$ cat src/rtl/writer_pkg.sv
// ============================================================================
//  Module   : writer_pkg
//  Brief    : Shared defaults and the parity helper for the parity writer
//  Revision : 1.0 - initial release
// ============================================================================
`default_nettype none

package writer_pkg;

    // Default payload width, counter width and buffer depth
    localparam int DWIDTH_DEF = 10;
    localparam int VWIDTH_DEF = 4;
    localparam int DEPTH_DEF  = 4;

    // Widest payload the parity helper handles; narrower words are zero-extended,
    // which leaves the XOR reduction unchanged.
    localparam int PAR_MAX_W  = 64;

    // Parity bit for a word: even mode gives ^data, odd mode inverts it
    function automatic logic parity_bit(input logic [PAR_MAX_W-1:0] data,
                                        input logic                 odd);
        return (^data) ^ odd;
    endfunction

endpackage : writer_pkg

`default_nettype wire

$ cat src/rtl/parity_fifo.sv
// ============================================================================
//  Module   : parity_fifo
//  Brief    : Circular word buffer with registered occupancy and full/empty
//  Revision : 1.0 - initial release
// ============================================================================
`default_nettype none

module parity_fifo
    import writer_pkg::*;
#(
    parameter int WIDTH = DWIDTH_DEF + 1,
    parameter int DEPTH = DEPTH_DEF
) (
    input  logic             clk,
    input  logic             rst_n,
    input  logic             clear,
    input  logic             wr_en,
    input  logic [WIDTH-1:0] wr_data,
    input  logic             rd_en,
    output logic [WIDTH-1:0] rd_data,
    output logic             full,
    output logic             empty
);

    localparam int            AW      = $clog2(DEPTH);
    localparam logic [AW:0]   C_DEPTH = (AW+1)'(DEPTH);

    logic [WIDTH-1:0] r_mem [DEPTH];
    logic [AW-1:0]    r_wr_ptr;
    logic [AW-1:0]    r_rd_ptr;
    logic [AW:0]      r_occ;
    logic             w_push;
    logic             w_pop;

    // Flags come straight from the registered occupancy
    assign full   = (r_occ == C_DEPTH);
    assign empty  = (r_occ == '0);
    assign w_push = wr_en & ~full & ~clear;
    assign w_pop  = rd_en & ~empty & ~clear;

    // Head word, forced to zero whenever the buffer holds nothing
    assign rd_data = empty ? '0 : r_mem[r_rd_ptr];

    // Storage array: no reset needed, empty gating masks stale contents
    always_ff @(posedge clk) begin
        if (w_push) begin
            r_mem[r_wr_ptr] <= wr_data;
        end
    end

    // Pointers and occupancy; pointers wrap naturally modulo DEPTH
    always_ff @(posedge clk or negedge rst_n) begin
        if (!rst_n) begin
            r_wr_ptr <= '0;
            r_rd_ptr <= '0;
            r_occ    <= '0;
        end else if (clear) begin
            r_wr_ptr <= '0;
            r_rd_ptr <= '0;
            r_occ    <= '0;
        end else begin
            if (w_push) begin
                r_wr_ptr <= r_wr_ptr + 1'b1;
            end
            if (w_pop) begin
                r_rd_ptr <= r_rd_ptr + 1'b1;
            end
            if (w_push && !w_pop) begin
                r_occ <= r_occ + 1'b1;
            end else if (w_pop && !w_push) begin
                r_occ <= r_occ - 1'b1;
            end
        end
    end

endmodule : parity_fifo

`default_nettype wire

$ cat src/rtl/parity_writer.sv
// ============================================================================
//  Module   : parity_writer
//  Brief    : Appends a parity bit to each accepted word and buffers it;
//             tracks accepted-word count and a sticky overflow flag
//  Revision : 1.0 - initial release
// ============================================================================
`default_nettype none

module parity_writer
    import writer_pkg::*;
#(
    parameter int DWIDTH = DWIDTH_DEF,
    parameter int VWIDTH = VWIDTH_DEF,
    parameter int DEPTH  = DEPTH_DEF
) (
    input  logic              clk,
    input  logic              rst_n,
    input  logic              clear,
    input  logic              start,
    input  logic              parity_odd,
    input  logic [DWIDTH-1:0] in,
    output logic              in_ready,
    input  logic              out_ready,
    output logic              out_valid,
    output logic [DWIDTH:0]   out,
    output logic [VWIDTH-1:0] cnt,
    output logic              overflow
);

    logic            w_full;
    logic            w_empty;
    logic            w_accept;
    logic            w_pop;
    logic            w_par;
    logic [DWIDTH:0] w_word;

    assign in_ready  = ~w_full;
    assign out_valid = ~w_empty;
    assign w_accept  = start & in_ready & ~clear;
    assign w_pop     = out_valid & out_ready & ~clear;
    assign w_par     = parity_bit(PAR_MAX_W'(in), parity_odd);
    assign w_word    = {w_par, in};

    parity_fifo #(
        .WIDTH (DWIDTH + 1),
        .DEPTH (DEPTH)
    ) u_fifo (
        .clk     (clk),
        .rst_n   (rst_n),
        .clear   (clear),
        .wr_en   (w_accept),
        .wr_data (w_word),
        .rd_en   (w_pop),
        .rd_data (out),
        .full    (w_full),
        .empty   (w_empty)
    );

    // Accepted-word counter, wraps at 2^VWIDTH
    always_ff @(posedge clk or negedge rst_n) begin
        if (!rst_n) begin
            cnt <= '0;
        end else if (clear) begin
            cnt <= '0;
        end else if (w_accept) begin
            cnt <= cnt + VWIDTH'(1);
        end
    end

    // Sticky overflow: a write offered while full, even if a pop happens too
    always_ff @(posedge clk or negedge rst_n) begin
        if (!rst_n) begin
            overflow <= 1'b0;
        end else if (clear) begin
            overflow <= 1'b0;
        end else if (start && w_full) begin
            overflow <= 1'b1;
        end
    end

endmodule : parity_writer

`default_nettype wire
$ cat config.mk
export PLATFORM = sky130hd
export DESIGN_NAME = parity_writer
export DESIGN_NICKNAME = d
export VERILOG_FILES = /design/src/rtl/writer_pkg.sv /design/src/rtl/parity_fifo.sv /design/src/rtl/parity_writer.sv
export SDC_FILE = /design/constraint.sdc
export NUM_CORES = 1
export LEC_CHECK = 0
export ABC_CLOCK_PERIOD_IN_PS = 2500
export CAP_MARGIN = 20
export CORE_MARGIN = 4
export CORE_UTILIZATION = 40
export DETAILED_ROUTE_END_ITERATION = 16
export GPL_ROUTABILITY_DRIVEN = 0
export HOLD_SLACK_MARGIN = 0.02
export RECOVER_POWER = 25
export REMOVE_ABC_BUFFERS = 1
export SLEW_MARGIN = 20
export SYNTH_ARGS = -nofsm -noshare
export SYNTH_HDL_FRONTEND = slang
export SYNTH_HIERARCHICAL = 1
export SYNTH_SLANG_ARGS = --single-unit
$ cat constraint.sdc
create_clock -name clk -period 2.5 [get_ports clk]
set_input_delay 0.25 -clock clk [delete_from_list [all_inputs] [get_ports clk]]
set_output_delay 0.25 -clock clk [all_outputs]
set_load 0.1 [all_outputs]
==> flow_summary.toml <==
[sta]
finalSetupViolations = 0
timing.final.crit_period_ps = 2330
finalHoldViolCount = 0
timing.slew.headroom_pct = 58.57
clock.fmax_mhz = 429.2
unrepaired_setup_endpoints_after_global_routing = "false"
setup-tns-final_ps = 0
min_period_over_period_pct = 93.19
layout_skew_ps = 7.227
hold-worst-slack_ps = 302.4
postLayoutSetupSlackWorst_ps = 170.3
slew_violations = 0
max_slew.worst_pin.slew_ps = 621.4

[floorplan]
io_pins = 34
initial_core_util_pct = 42.09
core.rowCount = 28
die_h_um = 87.63
die_x_um = 87.63
coreArea_um2 = 6026
die_area_um2 = 7678

[worst_hold_path]
min-delay-path-class = "in -> async"

[worst_setup_path]
cp-start-kind = "flop"
critical_path.max_stage_delay_ps = 460
r2r_end = "u_fifo/r_occ[2]"
crit_path_top_delay_cell = "sky130_fd_sc_hd__dfrtp_2"
cp_max_fo = 6
worst-setup-path-type = "reg -> reg"
cp_data_arrival_time_ps = 2550
timing.critical_path.from = "u_fifo/r_occ[1]"
crit_path_end_kind = "flop"
r2r_setup_slack_ps = 170
rr_worst_depth = 10
path_cells = "nor3b_2, nand2b_4, nor2_1, inv_1, nor3_1, and2_1, fa_1, and3b_1, a21o_1, a211oi_2"
crit_path_end = "u_fifo/r_occ[2]"
worstReg2RegStart = "u_fifo/r_occ[1]"
worst_ep_required_time_ps = 2720

[cells_and_area]
fin_cells = 288
most-common-layout-cells = "44 x sky130_fd_sc_hd__edfxtp_1, 23 x sky130_fd_sc_hd__buf_4, 14 x sky130_fd_sc_hd__nor2_1, 12 x sky130_fd_sc_hd__buf_12"
layout.nets = 234
drive_above_1_share_pct = 28.64
synthToLayoutAreaGrowth_pct = 29.21
antenna-diode-count = 0
layout.cells.most_common = "sky130_fd_sc_hd__edfxtp_1"

[route]
detailedRoute.firstPassIterationCount = 4
post-route-drc-count = 0
num_vias = 1453
dr_iter_0_viols = 69
avgRoutedWirePerCell_um = 16.42
avgViaCountPerCell = 5.045
route.antenna.remaining_nets = 0
wire_length_after_detailed_routing_mm = 4.728

[clock_tree]
ctsHoldBuffers = 0
cts-root-buf = "sky130_fd_sc_hd__clkbuf_8"
clock_latency_ps = 300
tritoncts = "done"
h-tree-depth = 2
tritoncts.num_buffers = 5
cts.reportedPaths.clkPinSlew_ps = 90
cts_num_sinks = 56
cts_max_path_buffers = 2

[grt]
initial_antenna_violation_count = 0
grt_pass1_wl_mm = 7.679
first_global_vias = 1513
grt_use_total_pct = 13.39
pin_count_of_the_biggest_net_entering_global_routing = 17
globalRouteOverflowTotal = 0

[logic_synthesis]
ys_warn_count = 6
post_synth_inst_count = 162
postSynthRegisterBits = 56
area_of_the_mapped_netlist_um2 = 2536
post_synthesis_area_per_instance_um2 = 15.66
synth_cell_type_count = 36
synth_sequential_area_ratio_pct = 63.94

[pwr]
swShare_pct = 34.41
p_leak_nw = 1.212
power.clock.fraction_pct = 22.3
power.share.combinational_pct = 35.5
power_switching_mw = 0.8710
vdd_ir_drop_max_uv = 482.2
sequential_power_share_pct = 42.2
p_int_mw = 1.660
power.density_cell_area_nw_per_um2 = 772.4

[placed_design]
dp_hpwl_mm = 3.269
post-place-ws_ps = 30.85
placement.io_buffers = 33
place.detailed.instances = 278

[status]
outcome = "complete, no violations"

[job]
max_cap_violations = 0
## how the worst min path moves through the flow
stage | depth (start not counted) | endpoint | slack [ps]
2_1_floorplan | 0 | cnt[0] | -50
3_3_place_gp | 2 | overflow | 490
3_5_place_dp | 2 | overflow | 500
4_1_cts | 1 | u_fifo/r_occ[1] | 310
5_1_grt | 1 | u_fifo/r_occ[0] | 330
6_report | 1 | u_fifo/r_occ[0] | 300
## timing repair
item	4_1_cts	5_1_grt
endpoints found under the setup margin	0	1
buffers inserted	0	2
resized for setup	0	4
## power by group through the flow
| stage | combinational [mW] | sequential (mW) | clock (mW) |
|---|---|---|---|
| floorplan | 0.507 | 1.14 | 0 |
| global placement | 0.881 | 1.09 | 0 |
| detailed placement | 0.896 | 1.09 | 0 |
| CTS | 0.898 | 1.07 | 0.581 |
| global route | 0.942 | 1.07 | 0.626 |
| finish | 0.898 | 1.07 | 0.566 |
## worst max-delay path, delay by kind of cell (launching register included)
kind | cells | cell delay, ps
buf+inv | 1 | 80
flops | 1 | 460
simple gates | 6 | 910
fa+ha+maj | 1 | 420
compound gates | 2 | 380
## synthesized netlist by cell type, drive strengths merged
| cell | n | area [um^2] |
|---|---|---|
| o21a | 1 | 7.510 |
| xnor2 | 7 | 61.31 |
| xor2 | 5 | 43.79 |
| nor3b | 2 | 20.02 |
| and3b | 1 | 8.760 |
| o21ai | 4 | 20.02 |
| buf | 4 | 22.52 |
| fa | 1 | 20.02 |
| o311ai | 1 | 8.760 |
| nor2 | 14 | 52.55 |
| inv | 8 | 30.03 |
| nand3b | 2 | 15.01 |
| or3 | 2 | 12.51 |
| dfrtp | 12 | 300.3 |
| a31o | 1 | 8.760 |
| o31ai | 1 | 7.510 |
| nor3 | 2 | 10.01 |
| and2 | 5 | 31.28 |
| xnor3 | 1 | 22.52 |
| nor2b | 11 | 68.82 |
| a21oi | 4 | 20.02 |
| ha | 5 | 62.56 |
| edfxtp | 44 | 1321 |
| nand3 | 1 | 5.000 |
| clkbuf | 3 | 12.51 |
| mux2i | 2 | 20.02 |
| nand2b | 1 | 13.76 |
| a211oi | 1 | 7.510 |
| mux4 | 11 | 247.7 |
| mux2 | 2 | 22.52 |
| a311oi | 1 | 8.760 |
| a21o | 1 | 7.510 |
| a221oi | 1 | 15.01 |
## kinds of logic after synthesis
group | synth area share, %
flip-flops | 63.94
AND/OR/NAND/NOR | 9.373
AO/OA/AOI/OAI | 4.391
buffers and inverters | 2.565
multiplexers | 11.45
XOR/XNOR | 5.032
adder cells (fa/ha/maj) | 3.256
## stage by stage
stage	area [um^2]	power (mW)	util, %
finish	3277	2.531	54.38
global route	3277	2.640	54.38
CTS	3249	2.547	53.92
detailed placement	3143	1.984	52.16
global placement	3143	1.968	52.16
floorplan	2501	1.646	-
## area by class of cell
| cell class | count | area [um^2] |
|---|---|---|
| inverter | 8 | 30.03 |
| fill | 504 | 2749 |
| clock inverter | 3 | 37.54 |
| clock buffer | 5 | 68.82 |
| sequential | 56 | 1623 |
| multi-input combinational | 91 | 860.8 |
| timing repair buffer | 50 | 563.0 |
| tap | 75 | 93.84 |
## layer usage
metal,GRT usage [%],wire [um]
met5,0,0
met4,3.766,23
met3,3.387,220
met2,23.08,2418
met1,16.74,2065
## registers in the layout (all words and copies together) (netlist names)
signal	count
u_fifo/r_mem	44
cnt	4
u_fifo/r_occ	3
u_fifo/r_rd_ptr	2
u_fifo/r_wr_ptr	2
overflow	1
No activity file was read; power rests on OpenSTA's default activity.
